[src/rtl/fetch_pkg.sv]
// Shared types and helpers for the fetch-to-decode pipeline register.
package fetch_pkg;

  localparam int DEF_DATA_W = 32;
  localparam int DEF_PC_W   = 32;
  localparam int DEF_LANES  = 2;
  localparam int SQUASH_W   = 16;

  // Instruction word driven on lanes that carry no valid instruction.
  localparam logic [DEF_DATA_W-1:0] DEF_NOP_INSTR = 32'h0;

  // One fetch bundle at the default geometry: lane mask, instructions, PCs.
  // Lane i of each packed array lines up with bits [i*W +: W] of the flat bus.
  typedef struct packed {
    logic [DEF_LANES-1:0]                 mask;
    logic [DEF_LANES-1:0][DEF_DATA_W-1:0] instr;
    logic [DEF_LANES-1:0][DEF_PC_W-1:0]   pc;
  } lane_bundle_t;

  // Width of the flush discard counter; never narrower than one bit so a
  // zero-length window still yields a legal vector.
  function automatic int flush_cnt_w(input int flush_cyc);
    int w;
    w = $clog2(flush_cyc + 1);
    return (w < 1) ? 1 : w;
  endfunction

endpackage

[src/rtl/fetch_decode_skid_reg_if.sv]
// Fetch-to-decode bundle bus.
//
// Handshake: a beat moves on a rising clk edge where valid && ready are both
// high. The producer holds valid and its payload stable until that edge; the
// consumer may raise or drop ready freely; ready never depends on valid in
// the same cycle. Upstream side: in_valid/in_ready. Downstream side:
// out_valid/out_ready.
interface fetch_decode_skid_reg_if
  import fetch_pkg::*;
#(
  parameter int LANES  = DEF_LANES,
  parameter int DATA_W = DEF_DATA_W,
  parameter int PC_W   = DEF_PC_W
) ();

  logic                      in_valid;
  logic [LANES-1:0]          in_lane_en;
  logic [LANES*DATA_W-1:0]   in_instr;
  logic [LANES*PC_W-1:0]     in_pc;
  logic                      in_ready;
  logic                      flush;
  logic                      out_valid;
  logic [LANES-1:0]          out_lane_en;
  logic [LANES*DATA_W-1:0]   out_instr;
  logic [LANES*PC_W-1:0]     out_pc;
  logic                      out_ready;
  logic                      flush_busy;
  logic [SQUASH_W-1:0]       squash_cnt;

  // Pipeline register view.
  modport slave (
    input  in_valid, in_lane_en, in_instr, in_pc, flush, out_ready,
    output in_ready, out_valid, out_lane_en, out_instr, out_pc,
           flush_busy, squash_cnt
  );

  // Fetch/decode (environment) view.
  modport master (
    output in_valid, in_lane_en, in_instr, in_pc, flush, out_ready,
    input  in_ready, out_valid, out_lane_en, out_instr, out_pc,
           flush_busy, squash_cnt
  );

endinterface

[src/rtl/flush_bubble_ctr.sv]
// Loadable down-counter that defines the post-flush discard window.
// Reloads on every flush, then counts down once per cycle to zero.
module flush_bubble_ctr #(
  parameter int W        = 2,
  parameter int LOAD_VAL = 3
) (
  input  logic clk,
  input  logic reset,
  input  logic load,
  output logic busy
);

  logic [W-1:0] count;

  // Reset clears, flush reloads, otherwise decrement until empty.
  always_ff @(posedge clk) begin
    if (reset) begin
      count <= '0;
    end else if (load) begin
      count <= W'(LOAD_VAL);
    end else if (count != '0) begin
      count <= count - 1'b1;
    end
  end

  assign busy = (count != '0);

endmodule

[src/rtl/fetch_decode_skid_reg.sv]
// Fetch-to-decode pipeline register with a one-entry skid buffer, flush
// squash with a programmable discard window, and a squashed-lane counter.
module fetch_decode_skid_reg
  import fetch_pkg::*;
#(
  parameter int                DATA_W    = DEF_DATA_W,
  parameter int                PC_W      = DEF_PC_W,
  parameter int                LANES     = DEF_LANES,
  parameter int                FLUSH_CYC = 3,
  parameter logic [DATA_W-1:0] NOP_INSTR = DEF_NOP_INSTR
) (
  input logic                   clk,
  input logic                   reset,
  fetch_decode_skid_reg_if.slave bus
);

  localparam int CNT_W = flush_cnt_w(FLUSH_CYC);

  typedef struct packed {
    logic                         valid;
    logic [LANES-1:0]             mask;
    logic [LANES-1:0][DATA_W-1:0] instr;
    logic [LANES-1:0][PC_W-1:0]   pc;
  } entry_t;

  entry_t                       main_q;
  entry_t                       skid_q;
  entry_t                       beat;
  logic                         in_ready;
  logic                         accept;
  logic                         consume;
  logic                         store_beat;
  logic                         discard_beat;
  logic                         flush_busy;
  logic [4:0]                   squash_add;
  logic [SQUASH_W:0]            squash_sum;
  logic [SQUASH_W-1:0]          squash_q;
  logic [LANES-1:0][DATA_W-1:0] out_instr_c;

  function automatic logic [2:0] pop(input logic [LANES-1:0] m);
    logic [2:0] c;
    c = '0;
    for (int i = 0; i < LANES; i++) c = c + {2'b00, m[i]};
    return c;
  endfunction

  // Main-entry load: PCs of lanes the source does not enable keep their
  // previous value so decode always sees the last real PC per lane.
  function automatic entry_t load_main(input entry_t cur, input entry_t src);
    entry_t nxt;
    nxt       = cur;
    nxt.valid = 1'b1;
    nxt.mask  = src.mask;
    for (int i = 0; i < LANES; i++) begin
      nxt.instr[i] = src.instr[i];
      if (src.mask[i]) nxt.pc[i] = src.pc[i];
    end
    return nxt;
  endfunction

  flush_bubble_ctr #(
    .W        (CNT_W),
    .LOAD_VAL (FLUSH_CYC)
  ) u_flush_ctr (
    .clk   (clk),
    .reset (reset),
    .load  (bus.flush),
    .busy  (flush_busy)
  );

  // Handshake qualifiers and the lane count squashed on this edge.
  // The beat presented in a flush cycle is squashed together with the
  // entries, whether or not the skid let it complete its handshake.
  always_comb begin
    beat.valid   = 1'b1;
    beat.mask    = bus.in_lane_en;
    beat.instr   = bus.in_instr;
    beat.pc      = bus.in_pc;
    in_ready     = !skid_q.valid;
    accept       = bus.in_valid && in_ready;
    consume      = main_q.valid && bus.out_ready;
    store_beat   = accept && !flush_busy && (bus.in_lane_en != '0);
    discard_beat = accept && flush_busy;
    squash_add   = '0;
    if (bus.flush) begin
      squash_add = 5'(pop(main_q.valid ? main_q.mask : '0))
                 + 5'(pop(skid_q.valid ? skid_q.mask : '0))
                 + 5'(pop(bus.in_valid ? bus.in_lane_en : '0));
    end else if (discard_beat) begin
      squash_add = 5'(pop(bus.in_lane_en));
    end
    squash_sum = {1'b0, squash_q} + (SQUASH_W+1)'(squash_add);
  end

  // Main and skid entries: reset > flush > consume/accept.
  always_ff @(posedge clk) begin
    if (reset) begin
      main_q.valid <= 1'b0;
      main_q.mask  <= '0;
      main_q.instr <= {LANES{NOP_INSTR}};
      main_q.pc    <= '0;
      skid_q       <= '0;
    end else if (bus.flush) begin
      main_q.valid <= 1'b0;
      main_q.mask  <= '0;
      skid_q.valid <= 1'b0;
    end else if (consume) begin
      if (skid_q.valid) begin
        main_q       <= load_main(main_q, skid_q);
        skid_q.valid <= 1'b0;
      end else if (store_beat) begin
        main_q <= load_main(main_q, beat);
      end else begin
        main_q.valid <= 1'b0;
        main_q.mask  <= '0;
      end
    end else if (!main_q.valid) begin
      if (store_beat) main_q <= load_main(main_q, beat);
    end else if (store_beat) begin
      skid_q <= beat;
    end
  end

  // Saturating count of lanes thrown away by flushes and the discard window.
  always_ff @(posedge clk) begin
    if (reset) begin
      squash_q <= '0;
    end else if (squash_add != '0) begin
      squash_q <= squash_sum[SQUASH_W] ? '1 : squash_sum[SQUASH_W-1:0];
    end
  end

  // Invalid lanes present NOP_INSTR to decode.
  always_comb begin
    out_instr_c = '0;
    for (int i = 0; i < LANES; i++) begin
      out_instr_c[i] = main_q.mask[i] ? main_q.instr[i] : NOP_INSTR;
    end
  end

  assign bus.in_ready    = in_ready;
  assign bus.out_valid   = main_q.valid;
  assign bus.out_lane_en = main_q.mask;
  assign bus.out_instr   = out_instr_c;
  assign bus.out_pc      = main_q.pc;
  assign bus.flush_busy  = flush_busy;
  assign bus.squash_cnt  = squash_q;

endmodule

[src/flat_wrapper.sv]
// flat-port wrapper written by rule: the top's interface ports become plain ports
module fetch_decode_skid_reg_flat import fetch_pkg::*;
#(
  parameter int                DATA_W    = DEF_DATA_W,
  parameter int                PC_W      = DEF_PC_W,
  parameter int                LANES     = DEF_LANES,
  parameter int                FLUSH_CYC = 3,
  parameter logic [DATA_W-1:0] NOP_INSTR = DEF_NOP_INSTR
)
  (clk, reset, bus_in_valid, bus_in_lane_en, bus_in_instr, bus_in_pc, bus_flush, bus_out_ready, bus_in_ready, bus_out_valid, bus_out_lane_en, bus_out_instr, bus_out_pc, bus_flush_busy, bus_squash_cnt);
  fetch_decode_skid_reg_if #(.LANES(LANES), .DATA_W(DATA_W), .PC_W(PC_W)) bus_i ();
  input logic clk;
  input logic reset;
  input wire logic [$bits(bus_i.in_valid)-1:0] bus_in_valid;
  input wire logic [$bits(bus_i.in_lane_en)-1:0] bus_in_lane_en;
  input wire logic [$bits(bus_i.in_instr)-1:0] bus_in_instr;
  input wire logic [$bits(bus_i.in_pc)-1:0] bus_in_pc;
  input wire logic [$bits(bus_i.flush)-1:0] bus_flush;
  input wire logic [$bits(bus_i.out_ready)-1:0] bus_out_ready;
  output wire logic [$bits(bus_i.in_ready)-1:0] bus_in_ready;
  output wire logic [$bits(bus_i.out_valid)-1:0] bus_out_valid;
  output wire logic [$bits(bus_i.out_lane_en)-1:0] bus_out_lane_en;
  output wire logic [$bits(bus_i.out_instr)-1:0] bus_out_instr;
  output wire logic [$bits(bus_i.out_pc)-1:0] bus_out_pc;
  output wire logic [$bits(bus_i.flush_busy)-1:0] bus_flush_busy;
  output wire logic [$bits(bus_i.squash_cnt)-1:0] bus_squash_cnt;
  assign bus_i.in_valid = bus_in_valid;
  assign bus_i.in_lane_en = bus_in_lane_en;
  assign bus_i.in_instr = bus_in_instr;
  assign bus_i.in_pc = bus_in_pc;
  assign bus_i.flush = bus_flush;
  assign bus_i.out_ready = bus_out_ready;
  assign bus_in_ready = bus_i.in_ready;
  assign bus_out_valid = bus_i.out_valid;
  assign bus_out_lane_en = bus_i.out_lane_en;
  assign bus_out_instr = bus_i.out_instr;
  assign bus_out_pc = bus_i.out_pc;
  assign bus_flush_busy = bus_i.flush_busy;
  assign bus_squash_cnt = bus_i.squash_cnt;
  fetch_decode_skid_reg #(.DATA_W(DATA_W), .PC_W(PC_W), .LANES(LANES), .FLUSH_CYC(FLUSH_CYC), .NOP_INSTR(NOP_INSTR)) u_core (.clk(clk), .reset(reset), .bus(bus_i));
endmodule
[config.mk]
export PLATFORM = sky130hd
export DESIGN_NAME = fetch_decode_skid_reg_flat
export DESIGN_NICKNAME = d
export VERILOG_FILES = /design/src/rtl/fetch_pkg.sv /design/src/rtl/fetch_decode_skid_reg_if.sv /design/src/rtl/flush_bubble_ctr.sv /design/src/rtl/fetch_decode_skid_reg.sv /design/src/flat_wrapper.sv
export SDC_FILE = /design/constraint.sdc
export NUM_CORES = 1
export LEC_CHECK = 0
export CAP_MARGIN = 20
export CORE_MARGIN = 2
export CORE_UTILIZATION = 40
export DETAILED_ROUTE_END_ITERATION = 10
export PLACE_DENSITY = 0.64
export SLEW_MARGIN = 20
export SYNTH_ARGS = -nofsm -noshare
export SYNTH_HDL_FRONTEND = slang
export SYNTH_SLANG_ARGS = --single-unit
export TNS_END_PERCENT = 1
[constraint.sdc]
create_clock -name clk -period 5.2 [get_ports clk]
set_input_delay 0.52 -clock clk [delete_from_list [all_inputs] [get_ports clk]]
set_output_delay 0.52 -clock clk [all_outputs]
set_load 0.01 [all_outputs]
Word-level counts from Yosys, hierarchy flattened
Index checks and enable logic that the tools add are counted.
Word-level totals
  input bits: 135
  bits in writable memories: 0
  bits in registers: 280
  word-level logic and storage cells: 68
  bits in read-only memories: 0
  output and inout bits: 149
  memories kept: 0
  bits in latches: 0
Cells by class
  bitwise gates (word level): 2
  reductions and logical operators: 21
  magnitude comparators: 0
  multipliers: 0
  muxes and demuxes: 20
  shift-type cells: 0
  divide/modulo/power cells: 0
  add/sub/neg operators: 8
  eq/ne operators: 3
Operator list (number)
  two-way mux 131 bit: 4
  two-way mux 32 bit: 6
  two-way mux 128 bit: 1
  adder 16 x 5 -> 17 bit: 1
  two-way mux 16 bit: 1
  two-way mux 2 bit: 5
  AND reduction 5 bit: 2
  nonzero test 2 bit: 5
  adder 1 x 1 -> 2 bit: 4
  AND reduction 4 bit: 2
  two-way mux 3 bit: 2
  inequality test 3 bit (second input constant): 2
  adder 5 x 3 -> 5 bit: 1
  logical AND 1 bit: 5
  two-way mux 5 bit: 1
  nonzero test 5 bit: 1
  adder 3 x 3 -> 4 bit: 1
  AND reduction 2 bit: 2
  OR reduction 3 bit: 1
  zero test 1 bit: 2
  inequality test 2 bit (second input constant): 1
  inverter 1 bit: 2
  OR reduction 2 bit: 1
  subtractor 2 x 1 -> 2 bit (second input constant): 1

Logic depth before layout (Yosys ltp)
Gate-level depths: netlist (run 1).
  depth after elaboration: 7
  depth in mapped cells: 17
  mapped depth without buffers: 15

Modules after synthesis
A second synthesis (run 1) with hierarchy kept.
Unflattened totals
  cell total of the unflattened synthesis: 1599
  area total of the unflattened synthesis: 12823.5 um^2
Modules (own cells, without submodules)
  fetch_decode_skid_reg: sequential area each 5565.3 um^2, instances 1, cells each 1588, area each 12723.5 um^2
  flush_bubble_ctr: sequential area each 40.0 um^2, instances 1, cells each 11, area each 100.1 um^2

Worst setup path after synthesis (run 1)
Ideal clock, no wire load.
  path kind: register -> register
  start point: register u_core.skid_q[130] in the netlist's numbering
  end point: register u_core.squash_q[14] (netlist: u_core.bus.squash_cnt[14])
  arrival: 3.942 ns
  period minus slack after synthesis: 4.027 ns
  setup time: 0.086 ns
  path buffers: 2
  data required time: 5.114 ns
  cell stages (with the launch flop): 17
  slack: 1.173 ns
  cells stage by stage: dfxtp_1 -> buf_2 -> clkbuf_1 -> and2_1 -> ha_1 -> ha_1 -> fa_1 -> fa_1 -> a22o_1 -> inv_1 -> fa_1 -> nand2b_1 -> a21oi_1 -> o21a_1 -> and4_1 -> a21oi_1 -> a211oi_1
On the way
  longest elaborated chain between the ends: 7
  elaborated cells on any way between the ends: 12
  those cells by class: add/sub: 4; mux: 4; reduce/logical: 4
RTL lines
  start, declared: RTL line fetch_decode_skid_reg.sv:27  | entry_t skid_q;
  start signal, assigned: RTL line fetch_decode_skid_reg.sv:120  | skid_q <= beat;
  two-way mux 2 bit / zero test 1 bit (equally long branches): RTL line fetch_decode_skid_reg.sv:87, fetch_decode_skid_reg.sv:79
  adder 1 x 1 -> 2 bit / logical AND 1 bit (equally long branches): RTL line fetch_decode_skid_reg.sv:43, fetch_decode_skid_reg.sv:80
  adder 3 x 3 -> 4 bit / logical AND 1 bit (equally long branches): RTL line fetch_decode_skid_reg.sv:87, fetch_decode_skid_reg.sv:83
  adder 5 x 3 -> 5 bit / two-way mux 3 bit (equally long branches): RTL line fetch_decode_skid_reg.sv:88, fetch_decode_skid_reg.sv:89
  two-way mux 5 bit *: RTL line fetch_decode_skid_reg.sv:85  | if (bus.flush) begin
  adder 16 x 5 -> 17 bit: RTL line fetch_decode_skid_reg.sv:92  | squash_sum = {1'b0, squash_q} + (SQUASH_W+1)'(squash_add);
  two-way mux 16 bit: RTL line fetch_decode_skid_reg.sv:129  | squash_q <= squash_sum[SQUASH_W] ? '1 : squash_sum[SQUASH_W-1:0];
  end signal, assigned: RTL line fetch_decode_skid_reg.sv:129
  end, declared: RTL line fetch_decode_skid_reg.sv:37  | logic [SQUASH_W-1:0] squash_q;
Mark *: on every way between the ends. The rest lies on a longest branch, timed or not.
A chain may end at the register's enable or synchronous reset.

Worst setup path in the final report (run 1)
  start point: register u_core.main_q (netlist bit u_core.bus.out_valid)
  end point: register u_core.squash_q[14] (netlist: u_core.bus.squash_cnt[14])
On the way
  longest elaborated chain between the ends: 7
  elaborated cells on any way between the ends: 8
  those cells by class: add/sub: 4; mux: 3; reduce/logical: 1
RTL lines
  start, declared: RTL line fetch_decode_skid_reg.sv:26  | entry_t main_q;
  start signal, assigned: RTL line fetch_decode_skid_reg.sv:109  | main_q <= load_main(main_q, skid_q);
  start signal, assigned: RTL line fetch_decode_skid_reg.sv:112  | main_q <= load_main(main_q, beat);
  start signal, assigned: RTL line fetch_decode_skid_reg.sv:118  | if (store_beat) main_q <= load_main(main_q, beat);
  two-way mux 2 bit *: RTL line fetch_decode_skid_reg.sv:86  | squash_add = 5'(pop(main_q.valid ? main_q.mask : '0))
  adder 1 x 1 -> 2 bit *: RTL line fetch_decode_skid_reg.sv:43  | for (int i = 0; i < LANES; i++) c = c + {2'b00, m[i]};
  adder 3 x 3 -> 4 bit *: RTL line fetch_decode_skid_reg.sv:87  | + 5'(pop(skid_q.valid ? skid_q.mask : '0))
  adder 5 x 3 -> 5 bit *: RTL line fetch_decode_skid_reg.sv:88  | + 5'(pop(bus.in_valid ? bus.in_lane_en : '0));
  two-way mux 5 bit *: RTL line fetch_decode_skid_reg.sv:85
  adder 16 x 5 -> 17 bit: RTL line fetch_decode_skid_reg.sv:92
  two-way mux 16 bit: RTL line fetch_decode_skid_reg.sv:129
Marked as above.

==> reports/metrics.cfg, run 1 <==
[cts]
clock_sink_count = 280
tritoncts.num_buffers = 31
cts.repair.resized = 0
clock_tree.htree_level_count = 1
cts_tree = done
worstSkewPairLatency_ns = 0.56
cts_max_path_buffers = 3
cts_hold_repair.buffers = 0
cts.clk_slew.worst_paths_ns = 0.06
post_cts.repair.setup_buffers = 0
ctsRootBufferMaster = sky130_fd_sc_hd__clkbuf_16

[critical_path]
crit-reg2reg-launch = u_core.bus.out_valid
regToRegEndpoint = u_core.bus.squash_cnt[14]
worst_setup_slack_for_register_to_register_paths_ns = 0.94
end_kind = register
critPathArrivalTime_ns = 4.72
timing.critical_path.from_type = register
worst_setup_path_startpoint = u_core.bus.out_valid
timing.critical_path.fanout_max = 12
ff2ff_path_depth = 14
worstSetupPathType = reg2reg
crit_required_ns = 5.66
worst_setup_path_endpoint = u_core.bus.squash_cnt[14]

[layout]
final_util_pct = 52.12
final_cell_area_um2 = 16400
post_route_cells_drive_above_1_share_pct = 7.338
nets = 1844
area_growth_pct = 28.63

[timing]
report.final.slew_viol_count = 0
final.setup.tns_ns = 0
hold_ws_ns = 0.4532
grt_setup_unrepaired = no
setup_clock_skew_after_layout_ns = 0.009670
period_minus_slack_ns = 4.260
tightestPinTransition_ns = 1.105
setup_viol_count_final = 0
maxClockFrequency_mhz = 234.7
max_slew_headroom_pct = 26.04
final-hold-violation-count = 0
final_min_period_over_clock_period_pct = 81.93

[synthesis]
yosys-top-cells-count = sky130_fd_sc_hd__nand2_1 (334), sky130_fd_sc_hd__dfxtp_1 (280), sky130_fd_sc_hd__a21oi_1 (173), sky130_fd_sc_hd__nor2_1 (101), sky130_fd_sc_hd__clkbuf_1 (92)
synth_fp_nets = 1705
synth_edf_count = 0
synthDominantAreaCellType = sky130_fd_sc_hd__dfxtp_1
syn-mean-instance-area_um2 = 8.207
yosysTopAreaCellShare_pct = 43.95
synthMostInstantiatedCell = sky130_fd_sc_hd__nand2_1
synth_area_leaders = sky130_fd_sc_hd__dfxtp_1 (44%), sky130_fd_sc_hd__nand2_1 (9.8%), sky130_fd_sc_hd__a21oi_1 (6.8%)
post_synth_inst_count = 1554
asyncSetResetFlopFracSynth_pct = 0
post_synth_num_cell_types = 50
yosys_most_used_dff = sky130_fd_sc_hd__dfxtp_1
synth-seq-cells = 280
synth-seq-area-share_pct = 43.95
yosys_warnings = 0
synth.cell_area_um2 = 12750

[grt]
antenna_found_initial = 4
grtUsageTotal_pct = 21.31
largest_net_degree_at_the_start_of_global_routing = 141
overflow = 0
grt_pass1_wl_um = 58060
grt_pass1_vias = 10655

[drt]
dr.pass1.iters = 5
detailed_route_wire_length_um = 37300
antenna_nets_post_route = 0
vias = 11462
post_drt_wl_per_cell_um = 17.58
dr.first_iter.drc_count = 880
remaining_drc_errors = 0
via_per_inst = 5.402

[floorplanning]
die_x_um = 182.6
chipHeight_um = 182.6
std_cell_rows = 65
initial_utilization_pct = 40.52
core_area_um2 = 31470
die_area_um2 = 33330
io_pins = 284

[power]
power_density_nw_per_um2 = 305.8
vdd_drop_max_mv = 0.2450
leakage_nw = 5.512

[placed_design]
routability_congestion = 0.8160
place.detailed.hpwl_um = 22580
buffer_ports.inserted = 283
post_dp_cell_area_um2 = 15250

[outcome]
outcome = complete, no violations

[worst_hold_path]
hold_path_startpoint = u_core.skid_q[59]
min-delay-path-class = reg2reg

[flow_run]
max_capacitance_violation_total = 0

-- area by class of cell --
class | instances | area, um^2
Tap cell | 402 | 503.0
Inverter | 12 | 45.04
Clock inverter | 11 | 191.4
Timing Repair Buffer | 299 | 2982
Multi-Input combinational cell | 1069 | 6118
Fill cell | 2970 | 15070
Clock buffer | 46 | 952.2
Antenna cell | 3 | 7.507
Sequential cell | 280 | 5605
-- worst max-delay path, cell delays in order (launching register included) --
cell                       delay, ns
sky130_fd_sc_hd__dfxtp_1        0.57
sky130_fd_sc_hd__and2_1         0.20
sky130_fd_sc_hd__ha_1           0.23
sky130_fd_sc_hd__ha_1           0.20
sky130_fd_sc_hd__fa_1           0.53
sky130_fd_sc_hd__fa_1           0.55
sky130_fd_sc_hd__a22o_1         0.16
sky130_fd_sc_hd__inv_1          0.06
sky130_fd_sc_hd__fa_1           0.39
sky130_fd_sc_hd__nand2b_1       0.16
sky130_fd_sc_hd__a21oi_1        0.25
sky130_fd_sc_hd__o21a_1         0.32
sky130_fd_sc_hd__and4_1         0.28
sky130_fd_sc_hd__a21oi_1        0.08
sky130_fd_sc_hd__a211oi_1       0.21
-- kinds of logic after synthesis --
group | count (synthesis) | synth area share (%)
adders and majority gates | 16 | 1.746
muxes | 33 | 2.855
xor gates and xnor gates | 9 | 0.6181
and+or+nand+nor | 615 | 21.00
AOI/OAI and AO/OA | 396 | 21.39
DFF | 280 | 43.95
buffers and inverters | 205 | 8.437
-- layout by cell type (no fill, tap or decap), types with 4 or more instances in the layout --
cell type,instances
sky130_fd_sc_hd__xnor2_1,6
sky130_fd_sc_hd__a22oi_1,33
sky130_fd_sc_hd__nor2_1,100
sky130_fd_sc_hd__or3_1,4
sky130_fd_sc_hd__buf_4,14
sky130_fd_sc_hd__bufinv_16,5
sky130_fd_sc_hd__a21oi_1,173
sky130_fd_sc_hd__dfxtp_1,280
sky130_fd_sc_hd__a21o_1,28
sky130_fd_sc_hd__a211oi_1,7
sky130_fd_sc_hd__nor3_1,74
sky130_fd_sc_hd__o211ai_1,27
sky130_fd_sc_hd__clkbuf_8,13
sky130_fd_sc_hd__inv_1,11
sky130_fd_sc_hd__o21ai_0,15
sky130_fd_sc_hd__clkbuf_16,31
sky130_fd_sc_hd__mux2_2,27
sky130_fd_sc_hd__nand2_1,333
sky130_fd_sc_hd__ha_1,13
sky130_fd_sc_hd__o2bb2ai_1,21
sky130_fd_sc_hd__nand3_1,6
sky130_fd_sc_hd__and2_1,72
sky130_fd_sc_hd__mux2i_1,6
sky130_fd_sc_hd__clkdlybuf4s50_1,282
sky130_fd_sc_hd__o2bb2ai_2,10
sky130_fd_sc_hd__a221oi_1,65
-- through the flow --
| step | worst slack [ns] | power (mW) | cells |
|---|---|---|---|
| floorplan | 1.173 | 2.457 | 1554 |
| global placement | 0.8919 | 2.646 | 2062 |
| detailed placement | 0.8204 | 2.650 | 2062 |
| CTS | 0.9535 | 5.065 | 2119 |
| global route | 0.6623 | 5.184 | 2121 |
| finish | 0.9398 | 5.016 | 2122 |
-- per-layer routing --
| metal | vias to the layer above | part of all wire [%] | track usage, % |
|---|---|---|---|
| met4 | 2 | 2.3 | 6.323 |
| met1 | 5427 | 45 | 28.92 |
| met3 | 57 | 7.7 | 4.610 |
| met2 | 383 | 45 | 34.02 |
| met5 | - | 0.035 | 0 |
| li1 | 5593 | - | - |
-- where the power goes --
part           total (mW)  internal [mW]  switching [mW]
clock                2.41           1.51           0.904
sequential           2.20           2.18          0.0177
combinational       0.406          0.181           0.226
-- how the worst min path moves through the flow --
stage | cells after the start | end | slack (ns)
3_5_place_dp | 2 | u_core.skid_q[81] | 0.45
3_3_place_gp | 2 | u_core.skid_q[102] | 0.44
5_1_grt | 2 | u_core.skid_q[14] | 0.47
6_report | 2 | u_core.skid_q[59] | 0.45
4_1_cts | 2 | u_core.skid_q[35] | 0.45
2_1_floorplan | 2 | u_core.skid_q[48] | 0.43
-- registers in the layout (all words and copies together), names as in the netlist --
signal                    flops
u_core.main_q                64
u_core.bus.squash_cnt        16
u_core.bus.out_valid          1
u_core.bus.out_pc            64
u_core.bus.out_lane_en        2
u_core.u_flush_ctr.count      2
u_core.skid_q               131
No activity file was read; power rests on OpenSTA's default activity.
==> inputs of run 2 (changes only) <==
PLACE_DENSITY = 0.66   (was 0.64)
clock period = 3.4 ns   (was 5.2 ns; I/O delays follow)
==> run 2 against run 1 <==
Compared with the run above: the run now ends with negative setup slack left; register-to-register slack got worse by 1.1 ns; hold slack worse by 0.082 ns; sequential cell count unchanged; critical path depth rose by 1; core utilization grew 0.75 points; total power increased by 43%; maximum frequency rose by 21%; die area did not move; global-route usage down 0.068 points; cell area up 1.4%; clock power up 32%; largest power group is now registers.
==> reports/metrics.cfg, run 2 (synthesis results as in run 1) <==
[layout]
most_frequent_standard_cell_in_the_layout_excluding_fill_and_tap_cells = sky130_fd_sc_hd__nand2_1  ; unchanged
multi_input_area_um2 = 6251  ; was 6118 um^2
seqCellArea_um2 = 5610  ; was 5605 um^2
largest_register_ff_count = 131  ; unchanged
mostFrequentLayoutCells = sky130_fd_sc_hd__nand2_1 (334), sky130_fd_sc_hd__clkdlybuf4s50_1 (282), sky130_fd_sc_hd__dfxtp_1 (276)  ; was sky130_fd_sc_hd__nand2_1 (333), sky130_fd_sc_hd__clkdlybuf4s50_1 (282), sky130_fd_sc_hd__dfxtp_1 (280)
largest_register = u_core.skid_q  ; unchanged
area_growth_pct = 30.48  ; was 28.63%
final_cell_count_without_fillers = 2146  ; was 2122
nets = 1872  ; was 1844
filler_cell_count = 2930  ; was 2970
final_cell_area_um2 = 16640  ; was 16400 um^2
post_route_cells_drive_above_1_share_pct = 9.707  ; was 7.338%
final_util_pct = 52.87  ; was 52.12%

[placed_design]
post_dp_cell_area_um2 = 15580  ; was 15250 um^2
place_inst = 2090  ; was 2062
routability_congestion = 0.8059  ; was 0.8160
place_worst_setup_slack_ns = -0.3548  ; was 0.8204 ns
buffer_ports.inserted = 283  ; unchanged
place.detailed.hpwl_um = 22860  ; was 22580 um

[timing]
final-hold-violation-count = 0  ; unchanged
setup_clock_skew_after_layout_ns = 0.009024  ; was 0.009670 ns
final.setup.tns_ns = -1.341  ; was 0 ns
tightestPinTransition_ns = 0.9279  ; was 1.105 ns
maxClockFrequency_mhz = 282.9  ; was 234.7 MHz
period_minus_slack_ns = 3.535  ; was 4.260 ns
setup_viol_count_final = 16  ; was 0
report.final.slew_viol_count = 0  ; unchanged
max_slew_headroom_pct = 37.90  ; was 26.04%
grt_setup_unrepaired = yes  ; was no
hold_ws_ns = 0.3714  ; was 0.4532 ns
setup_slack_ns = -0.1349  ; was 0.9398 ns
final_min_period_over_clock_period_pct = 104.0  ; was 81.93%

[drt]
detailed_route_wire_length_um = 36550  ; was 37300 um
remaining_drc_errors = 0  ; unchanged
post_drt_wl_per_cell_um = 17.03  ; was 17.58 um
antenna_nets_post_route = 0  ; unchanged
dr.first_iter.drc_count = 873  ; was 880
vias = 11521  ; was 11462
via_per_inst = 5.369  ; was 5.402
dr.pass1.iters = 5  ; unchanged

[critical_path]
ff2ff_path_depth = 15  ; was 14
crit_required_ns = 3.80  ; was 5.66 ns
path_delay_family = adder cells  ; unchanged
worst_stage_delay_on_the_critical_path_ns = 0.53  ; was 0.57 ns
crit-reg2reg-launch = u_core.skid_q[128]  ; was u_core.bus.out_valid
critical_path.cell_chain = and2_4, ha_4, ha_4, fa_1, fa_1, a22o_1, buf_4, ha_1, a211oi_2, nor2_1, o21ai_1, buf_4, nor3_2, xnor2_1, o21ai_1  ; was and2_1, ha_1, ha_1, fa_1, fa_1, a22o_1, inv_1, fa_1, nand2b_1, a21oi_1, o21a_1, and4_1, a21oi_1, a211oi_1
critPathArrivalTime_ns = 3.93  ; was 4.72 ns
end_kind = register  ; unchanged
slowest_cp_cell = sky130_fd_sc_hd__fa_1  ; was sky130_fd_sc_hd__dfxtp_1
timing.critical_path.from_type = register  ; unchanged
worstSetupPathType = reg2reg  ; unchanged
worst_setup_slack_for_register_to_register_paths_ns = -0.13  ; was 0.94 ns
regToRegEndpoint = u_core.bus.squash_cnt[9]  ; was u_core.bus.squash_cnt[14]
critical_path.n_buffers_inverters = 2  ; was 1
timing.critical_path.fanout_max = 7  ; was 12

[cts]
cts_max_path_buffers = 3  ; unchanged
ctsRootBufferMaster = sky130_fd_sc_hd__clkbuf_16  ; unchanged
cts.clk_slew.worst_paths_ns = 0.06  ; about the same
clock_sink_count = 280  ; unchanged
cts_tree = done  ; unchanged
worstSkewPairLatency_ns = 0.54  ; was 0.56 ns
cts_hold_repair.buffers = 0  ; unchanged
clock_tree.htree_level_count = 1  ; unchanged
tritoncts.num_buffers = 31  ; unchanged

[power]
vdd_drop_max_mv = 0.3630  ; was 0.2450 mV
power.total_mw = 7.185  ; was 5.016 mW
power_frac_comb_pct = 9.0  ; was 8.1%
netSwitchingFraction_pct = 23.17  ; was 22.88%
power.net_switching_mw = 1.665  ; was 1.148 mW
pwr-share-clk_pct = 44.2  ; was 48.1%
power_density_nw_per_um2 = 431.8  ; was 305.8 nW/um^2
p_int_mw = 5.521  ; was 3.869 mW
seqPwrFrac_pct = 46.8  ; was 43.8%
leakage_nw = 5.597  ; was 5.512 nW

[floorplanning]
chipHeight_um = 182.6  ; unchanged
die_x_um = 182.6  ; unchanged
std_cell_rows = 65  ; unchanged
core_area_um2 = 31470  ; unchanged
die_area_um2 = 33330  ; unchanged
io_pins = 284  ; unchanged
initial_utilization_pct = 40.52  ; unchanged

[flow_run]
max_capacitance_violation_total = 0  ; unchanged

[grt]
grt_pass1_vias = 10965  ; was 10655
largest_net_degree_at_the_start_of_global_routing = 147  ; was 141
antenna_found_initial = 3  ; was 4
overflow = 0  ; unchanged
grt_pass1_wl_um = 58340  ; was 58060 um
grtUsageTotal_pct = 21.24  ; was 21.31%

[worst_hold_path]
hold-path-cell-count = 3  ; was 2
hold_path_startpoint = bus_in_instr[58]  ; was u_core.skid_q[59]
whs_endpoint = u_core.skid_q[122]  ; was u_core.skid_q[59]
min-delay-path-class = in2reg  ; was reg2reg

[outcome]
failed_checks = negative setup slack
outcome = complete, but fails checks  ; was complete, no violations

## run 2: cell count changes in the layout (fill, tap and decap cells not counted), moves of 5 or more
cell / before / now
sky130_fd_sc_hd__a21oi_1: 173 / 168
sky130_fd_sc_hd__clkbuf_1: 3 / 10
sky130_fd_sc_hd__clkbuf_8: 13 / 8
sky130_fd_sc_hd__buf_4: 14 / 35
sky130_fd_sc_hd__buf_12: 2 / 7
## run 2: worst max path at each step
stage                  startpoint                   endpoint  cells after the start
2_1_floorplan  u_core.skid_q[130]  u_core.bus.squash_cnt[14]                     16
3_3_place_gp    bus_in_lane_en[1]   u_core.bus.squash_cnt[8]                     15
3_5_place_dp         bus_in_valid  u_core.bus.squash_cnt[10]                     15
4_1_cts        u_core.skid_q[128]   u_core.bus.squash_cnt[8]                     15
5_1_grt        u_core.skid_q[128]   u_core.bus.squash_cnt[1]                     16
6_report       u_core.skid_q[128]   u_core.bus.squash_cnt[9]                     15
## run 2: power by group through the flow
stage / sequential, mW / combinational [mW] / clock [mW]
floorplan: 3.43 / 0.332 / 0
finish: 3.36 / 0.645 / 3.18
global placement: 3.43 / 0.636 / 0
global route: 3.37 / 0.706 / 3.41
detailed placement: 3.43 / 0.638 / 0
CTS: 3.36 / 0.645 / 3.27
## run 2: area by class of cell
class	instances	share of cell area [%]
multi-input cells	1069	37.56
well taps	402	3.023
inverters	12	0.2707
repair buffers	327	19.60
clock inverters	5	0.3158
clock buffers	48	5.466
diodes	3	0.04511
flip-flops and latches	280	33.71
## run 2: per-layer routing
metal,GRT usage (%),routed length [um],vias up
li1,-,-,5659
met1,29.17,16540,5433
met2,33.75,16470,365
met3,3.732,2379,64
met4,7.161,1152,0
met5,0,0,-
## run 2: timing repair
item	in CTS	in global routing
gates resized for setup	14	6
pin swaps	8	5
setup buffers	0	0
endpoints found under the setup margin	16	16
## run 2: tightest hold or removal path: cells and delay by family
kind	cells	cell delay, ns
compound gates	1	0.05
buf+inv	1	0.41
simple gates	1	0.06
